===== src/rtl/serial_pkg.sv =====
// Shared definitions for the serial I/O transmit and receive blocks.
package serial_pkg;

  localparam int unsigned DATA_BITS            = 8;
  localparam int unsigned DEFAULT_CLKS_PER_BIT = 434;

  typedef enum logic [1:0] {
    IDLE,
    START,
    DATA,
    STOP
  } tx_state_t;

endpackage


===== src/rtl/counter8.sv =====
// Free-running 3-bit counter with synchronous clear and count enable.
module counter8 (
  input  logic       clk,
  input  logic       en,
  input  logic       rst,
  output logic [2:0] y
);

  always_ff @(posedge clk) begin
    if (rst) begin
      y <= 3'd0;
    end else if (en) begin
      y <= y + 3'd1;
    end
  end

endmodule


===== src/rtl/uart_tx_ctrl.sv =====
// 8N1 transmit sequencer: accepts a byte on a valid/ready handshake and
// serialises it onto txd as start bit, 8 data bits LSB first, stop bit.
module uart_tx_ctrl
  import serial_pkg::*;
#(
  parameter int unsigned CLKS_PER_BIT = DEFAULT_CLKS_PER_BIT
) (
  input  logic                 clk,
  input  logic                 rst,
  input  logic [DATA_BITS-1:0] tx_data,
  input  logic                 tx_valid,
  output logic                 tx_ready,
  output logic                 txd,
  output logic                 busy,
  output logic                 tx_done
);

  localparam int unsigned CNT_W = (CLKS_PER_BIT > 1) ? $clog2(CLKS_PER_BIT) : 1;
  localparam logic [CNT_W-1:0] CNT_LAST = CNT_W'(CLKS_PER_BIT - 1);
  localparam logic [CNT_W-1:0] CNT_PRE  = CNT_W'(CLKS_PER_BIT - 2);
  localparam logic [2:0]       IDX_LAST = 3'(DATA_BITS - 1);

  tx_state_t            state;
  logic [CNT_W-1:0]     baud_cnt;
  logic [DATA_BITS-1:0] shreg;
  logic [2:0]           bit_idx;
  logic                 tick;
  logic                 accept;
  logic                 idx_en;
  logic                 idx_rst;

  assign tick    = (baud_cnt == CNT_LAST);
  assign accept  = tx_valid && tx_ready;
  assign idx_en  = (state == DATA) && tick;
  assign idx_rst = rst || accept;

  // Baud divider: parked at zero while idle so every frame starts aligned.
  always_ff @(posedge clk) begin
    if (rst || state == IDLE) begin
      baud_cnt <= '0;
    end else if (tick) begin
      baud_cnt <= '0;
    end else begin
      baud_cnt <= baud_cnt + CNT_W'(1);
    end
  end

  counter8 u_bit_idx (
    .clk (clk),
    .en  (idx_en),
    .rst (idx_rst),
    .y   (bit_idx)
  );

  // Frame sequencer; txd always carries the bit for the cycle after the edge.
  always_ff @(posedge clk) begin
    if (rst) begin
      state    <= IDLE;
      txd      <= 1'b1;
      tx_ready <= 1'b1;
      busy     <= 1'b0;
      tx_done  <= 1'b0;
      shreg    <= '0;
    end else begin
      tx_done <= 1'b0;
      case (state)
        IDLE: begin
          if (accept) begin
            shreg    <= tx_data;
            txd      <= 1'b0;
            tx_ready <= 1'b0;
            busy     <= 1'b1;
            state    <= START;
          end
        end
        START: begin
          if (tick) begin
            txd   <= shreg[0];
            state <= DATA;
          end
        end
        DATA: begin
          if (tick) begin
            shreg <= shreg >> 1;
            if (bit_idx == IDX_LAST) begin
              txd   <= 1'b1;
              state <= STOP;
            end else begin
              txd <= shreg[1];
            end
          end
        end
        STOP: begin
          // Registered pulse lands on the final stop-bit cycle.
          if (baud_cnt == CNT_PRE) begin
            tx_done <= 1'b1;
          end
          if (tick) begin
            tx_ready <= 1'b1;
            busy     <= 1'b0;
            state    <= IDLE;
          end
        end
        default: begin
          txd      <= 1'b1;
          tx_ready <= 1'b1;
          busy     <= 1'b0;
          state    <= IDLE;
        end
      endcase
    end
  end

endmodule


===== config.mk =====
export PLATFORM = sky130hd
export DESIGN_NAME = uart_tx_ctrl
export DESIGN_NICKNAME = d
export VERILOG_FILES = /design/src/rtl/serial_pkg.sv /design/src/rtl/counter8.sv /design/src/rtl/uart_tx_ctrl.sv
export SDC_FILE = /design/constraint.sdc
export NUM_CORES = 1
export LEC_CHECK = 0
export ABC_AREA = 0
export CORE_UTILIZATION = 28
export CTS_CLUSTER_SIZE = 16
export DETAILED_ROUTE_END_ITERATION = 6
export PLACE_DENSITY = 0.53
export SLEW_MARGIN = 5
export SYNTH_ARGS = -nofsm -noshare
export SYNTH_HDL_FRONTEND = slang
export SYNTH_SLANG_ARGS = --single-unit

===== constraint.sdc =====
create_clock -name clk -period 3.71 [get_ports clk]
set_clock_uncertainty 0.1 [all_clocks]
set_input_delay 0.371 -clock clk [delete_from_list [all_inputs] [get_ports clk]]
set_output_delay 0.371 -clock clk [all_outputs]
set_load 0.1 [all_outputs]

==> metrics.yaml, run 1 <==
synth.avg_cell_area_um2: 9.58
diodes: 0
dieArea_mm2: 0.00521
nNetsFinal: 179
yosys_most_used_dff: "dfxtp_1"
routabilityCongestion: 0.743
htreeDepth: 1
final_area_mm2: 0.00161
setup_viol_count_final: 0
slew-limit-headroom: 0.354
critical_path_required_ns: 3.24
synthArstFlopShare: 0
synth_edf_count: 0
wl_mm: 2.83
vias: 1047
fin_util: 0.340
die_w_um: 72.2
startpoint: "tx_ready$_SDFFE_PP1P_"
timing.hold.ws_ns: 0.412
cts_buffers: 3
die_h_um: 72.2
p_leak_nw: 0.601
ys_types: 33
hpwl_mm: 2.06
overflow: 0
rsz0062_at_grt: "no"
slowest_stage: "clkdlybuf4s50_1"
postPlaceCellArea_mm2: 0.00156
post_cts_buffers: 0
period_share: 0.631
fin_cells: 224
clk_pin_slew_ns: 0.09
p_per_area_mw_per_mm2: 619
r2r_start: "state[0]$_SDFFE_PP0P_"
vias_per_cell: 4.67
drive_gt1_frac: 0.0955
grt_pass1_wl_mm: 4.73
cts_num_sinks: 26
setup_tns_ns: 0
clock.fmax_mhz: 427
clockRootBuffer: "clkbuf_8"
yosysWarnings: 0
antenna_found_initial: 0
path_cells: "clkdlybuf4s50_1"
peakVddDrop_mv: 0.173
cts.repair.resized: 0
synth_area_mm2: 0.00138
crit_path_start_kind: "flip-flop"
hold_viol: 0
grt_max_degree: 17
setup.worst_path.end_class: "primary output"
synth_seq_cells: 26
initial_core_util: 0.292
antenna_left: 0
synth_fp_nets: 164
drv_slew: 0
critPathMaxFanout: 6
hp-start: "baud_cnt[0]$_SDFF_PP0_"
pin_count: 15
portBuffers: 14
rows: 25
drc: 0
hold_class: "reg2reg"
cts_tree: "yes"
core_mm2: 0.00472
path_buf_inv: 1
cap_violations: 0
worstSkewPairLatency_ns: 0.27
cts.path.max_buffers: 2
path_class: "reg2out"
synthCells: 144
arrival_ns: 1.87
fillerInstances: 499
initialDrtViolationCount: 52
finalCriticalPeriod_ns: 2.34
firstDrtPassIters: 4
worst_pin_slew_ns: 0.967
synth.yosys.seq_area_share: 0.377
dp_cells: 221
cpPeakStageDelay_ns: 1.17
grt_usage: 0.115
synthToLayoutAreaGrowth_pct: 16.4
critical-path-top-delay-family: "buffers and inverters"
status: "finished, final reports clean"
wl_per_cell_um: 12.6
grt_pass1_vias: 1040
cts_hold_buf: 0
-- layer usage --
metal  share of wire  vias up  GRT usage
met5               0        -          0
met4          0.0053        0     0.0261
met3           0.035        2     0.0319
met2            0.48       11      0.190
met1            0.48      493      0.149
li1                -      541          -
-- area by class of cell --
class / count / area, um^2 / area share
timing repair buffer: 14 / 140 / 0.0873
clock buffer: 3 / 41.3 / 0.0257
sequential: 26 / 520 / 0.324
inverter: 8 / 30.0 / 0.0187
multi-input combinational: 106 / 790 / 0.492
tap: 67 / 83.8 / 0.0522
-- Yosys cell counts (all sizes together), types with 3 or more instances --
cell | instances | share of area
a21oi | 12 | 0.049
a311oi | 7 | 0.054
nand2 | 9 | 0.024
nand3 | 6 | 0.022
o21ai | 6 | 0.030
ha | 9 | 0.082
mux2i | 10 | 0.073
dfxtp | 26 | 0.38
xor2 | 3 | 0.019
xnor2 | 5 | 0.032
nor3 | 3 | 0.011
inv | 8 | 0.022
nor2 | 20 | 0.054
buf | 4 | 0.028
-- final timing paths --
path                            endpoint  slack (ns)  cells after the start
setup / recovery                tx_ready        1.37                      1
hold / removal    baud_cnt[0]$_SDFF_PP0_        0.41                      1
setup reg to reg   state[0]$_SDFFE_PP0P_        1.54                      6
hold reg to reg   baud_cnt[0]$_SDFF_PP0_        0.41                      1
-- kinds of logic (layout without fill, tap and decap cells) --
kind of cell,after synthesis,after routing,synth area share
simple gates,46,46,0.184
compound gates,33,33,0.183
flops,26,26,0.377
buf+inv,12,25,0.0499
mux,10,10,0.0726
fa+ha+maj,9,9,0.0817
xor+xnor,8,8,0.0508
-- registers in the layout, indices dropped and copies added (netlist names) --
signal       count
busy             1
state            2
tx_ready         1
baud_cnt         9
tx_done          1
shreg            8
txd              1
u_bit_idx.y      3
-- where the power goes --
group | switching (mW) | total, mW | internal, mW
logic | 0.276 | 0.442 | 0.166
registers | 0.0487 | 0.394 | 0.346
clock network | 0.0852 | 0.158 | 0.0727
-- per-stage QoR --
step	power, mW	setup slack, ns
after detailed placement	0.842	1.60
after floorplan	0.769	1.64
after global placement	0.826	1.67
final	0.994	1.37
after CTS	1.00	1.36
after global routing	1.06	1.30
-- layout by cell type (no fill, tap or decap), types with 2 or more instances in the layout --
cell	Yosys	final
a21oi_2	2	2
xor2_1	3	3
nor3_1	3	3
a311oi_2	2	2
and3_1	2	2
ha_1	9	9
a311oi_1	5	5
a21oi_1	10	10
o21ai_0	5	5
mux2i_1	10	10
dfxtp_1	26	26
nor2_1	20	20
clkbuf_8	0	3
nand3_1	6	6
nand2_1	9	9
clkdlybuf4s50_1	0	14
xnor2_1	5	5
inv_1	8	8
No activity file was read; power rests on OpenSTA's default activity.
==> inputs of run 2 (changes only) <==
- clock period: 3.71 -> 2.35 ns (I/O delays scaled with it)
==> metrics.yaml, run 2 (same netlist as run 1, synthesis figures left out) <==
routabilityCongestion: 0.710  # was 0.743
firstDrtPassIters: 4  # unchanged
worstSkewPairLatency_ns: 0.26  # was 0.27 ns
arrival_ns: 2.04  # was 1.87 ns
slew-limit-headroom: 0.706  # was 0.354
hpwl_mm: 2.06  # about the same
timing.hold.ws_ns: 0.410  # was 0.412 ns
initialDrtViolationCount: 49  # was 52
clock.fmax_mhz: 508
largest_reg_flops: 9  # unchanged
overflow: 0  # unchanged
core_mm2: 0.00472  # unchanged
slowest_stage: "o21a_2"  # was clkdlybuf4s50_1
path_class: "reg2reg"  # was reg2out
wl_mm: 2.74  # was 2.83 mm
path_cells: "inv_1 -> ha_1 -> buf_4 -> o21a_2 -> a21oi_1 -> a311oi_1"  # was clkdlybuf4s50_1
cap_violations: 0  # unchanged
grt_usage: 0.113  # was 0.115
pin_count: 15  # unchanged
vias_per_cell: 4.74  # was 4.67
finalCriticalPeriod_ns: 1.97
drc: 0  # unchanged
fillerInstances: 480  # was 499
setup_tns_ns: 0  # unchanged
rrSetupSlack_ns: 0.38  # was 1.54 ns
hold_class: "reg2reg"  # unchanged
diodes: 0  # unchanged
cts.repair.resized: 0  # unchanged
initial_core_util: 0.292  # unchanged
period_share: 0.837
post_cts_buffers: 0  # unchanged
final_common_cell: "dfxtp_1"  # unchanged
p_per_area_mw_per_mm2: 983  # was 619 mW/mm^2
dieArea_mm2: 0.00521  # unchanged
grt_max_degree: 17  # unchanged
cts_hold_buf: 0  # unchanged
worst_pin_slew_ns: 0.440  # was 0.967 ns
die_h_um: 72.2  # unchanged
rows: 25  # unchanged
htreeDepth: 1  # unchanged
critical_path_required_ns: 2.43  # was 3.24 ns
clockRootBuffer: "clkbuf_8"  # unchanged
cts_tree: "yes"  # unchanged
crit_path_start_kind: "flip-flop"  # unchanged
rsz0062_at_grt: "no"  # unchanged
top_regs: "baud_cnt (9), shreg (8), u_bit_idx.y (3)"  # unchanged
nNetsFinal: 181  # was 179
cpPeakStageDelay_ns: 0.36  # was 1.17 ns
cts_buffers: 3  # unchanged
status: "finished, final reports clean"  # unchanged
vias: 1076  # was 1047
peakVddDrop_mv: 0.324  # was 0.173 mV
most-common-layout-cells: "dfxtp_1, nor2_1, mux2i_1, a21oi_1, clkdlybuf4s50_1"  # was dfxtp_1, nor2_1, clkdlybuf4s50_1
grt_pass1_wl_mm: 4.71  # was 4.73 mm
p_leak_nw: 0.623  # was 0.601 nW
portBuffers: 14  # unchanged
synthToLayoutAreaGrowth_pct: 17.8  # was 16.4%
cts.path.max_buffers: 2  # unchanged
clk_pin_slew_ns: 0.09  # about the same
regMostFlops: "baud_cnt"  # unchanged
grt_pass1_vias: 1042  # was 1040
cts_num_sinks: 26  # unchanged
hold_viol: 0  # unchanged
antenna_found_initial: 0  # unchanged
drive_gt1_frac: 0.138  # was 0.0955
wl_per_cell_um: 12.0  # was 12.6 um
die_w_um: 72.2  # unchanged
critPathMaxFanout: 16  # was 6
setup.worst_path.end_class: "flip-flop"  # was primary output
antenna_left: 0  # unchanged
drv_slew: 0  # unchanged
setup_viol_count_final: 0  # unchanged
run 2: cell count changes in the layout (fill, tap and decap cells not counted), sizes merged:
cell           change
buf                +6
clkbuf             +1
clkdlybuf4s50      -4
run 2: cell type report:
| class | count | area (um^2) | area share |
|---|---|---|---|
| Clock buffer | 4 | 55.1 | 0.0339 |
| Inverter | 8 | 30.0 | 0.0185 |
| Multi-Input combinational cell | 106 | 790 | 0.486 |
| Sequential cell | 26 | 520 | 0.320 |
| Tap cell | 67 | 83.8 | 0.0516 |
| Timing Repair Buffer | 16 | 145 | 0.0894 |
run 2: path summary, 6_finish.rpt:
check | cells after the start | startpoint | endpoint
max | 6 | state[0]$_SDFFE_PP0P_ | shreg[4]$_SDFFE_PP0P_
min | 2 | u_bit_idx.y[2]$_SDFFE_PP0P_ | u_bit_idx.y[2]$_SDFFE_PP0P_
max reg2reg | 6 | state[0]$_SDFFE_PP0P_ | shreg[4]$_SDFFE_PP0P_
min reg2reg | 2 | u_bit_idx.y[2]$_SDFFE_PP0P_ | u_bit_idx.y[2]$_SDFFE_PP0P_
run 2: critical path: cells and delay by family (launching register included):
kind	cells	cell delay, ns
fa+ha+maj	1	0.35
flops	1	0.34
buf+inv	2	0.35
compound gates	3	0.73
run 2: power breakdown:
group / internal [mW] / leakage (nW) / switching [mW] / total [mW]
clock: 0.150 / 0.0288 / 0.135 / 0.284
sequential: 0.546 / 0.213 / 0.0765 / 0.622
combinational: 0.262 / 0.381 / 0.427 / 0.689
total: 0.958 / 0.623 / 0.638 / 1.60
run 2: stage by stage:
step / power, mW / worst slack (ns) / cells / cell area, um^2 / utilization
final: 1.60 / 0.382 / 227 / 1620 / 0.344
after global routing: 1.72 / 0.226 / 227 / 1620 / 0.344
after CTS: 1.61 / 0.388 / 227 / 1620 / 0.344
after detailed placement: 1.32 / 0.416 / 223 / 1570 / 0.332
after global placement: 1.30 / 0.505 / 223 / 1570 / 0.332
after floorplan: 1.21 / 0.281 / 144 / 1380 / -
run 2: layer usage:
metal,GRT usage,routed length (um),vias to the layer above
met5,0,0,-
met4,0.0240,15,0
met3,0.0292,80,2
met2,0.190,1300,14
met1,0.147,1340,510
li1,-,-,550
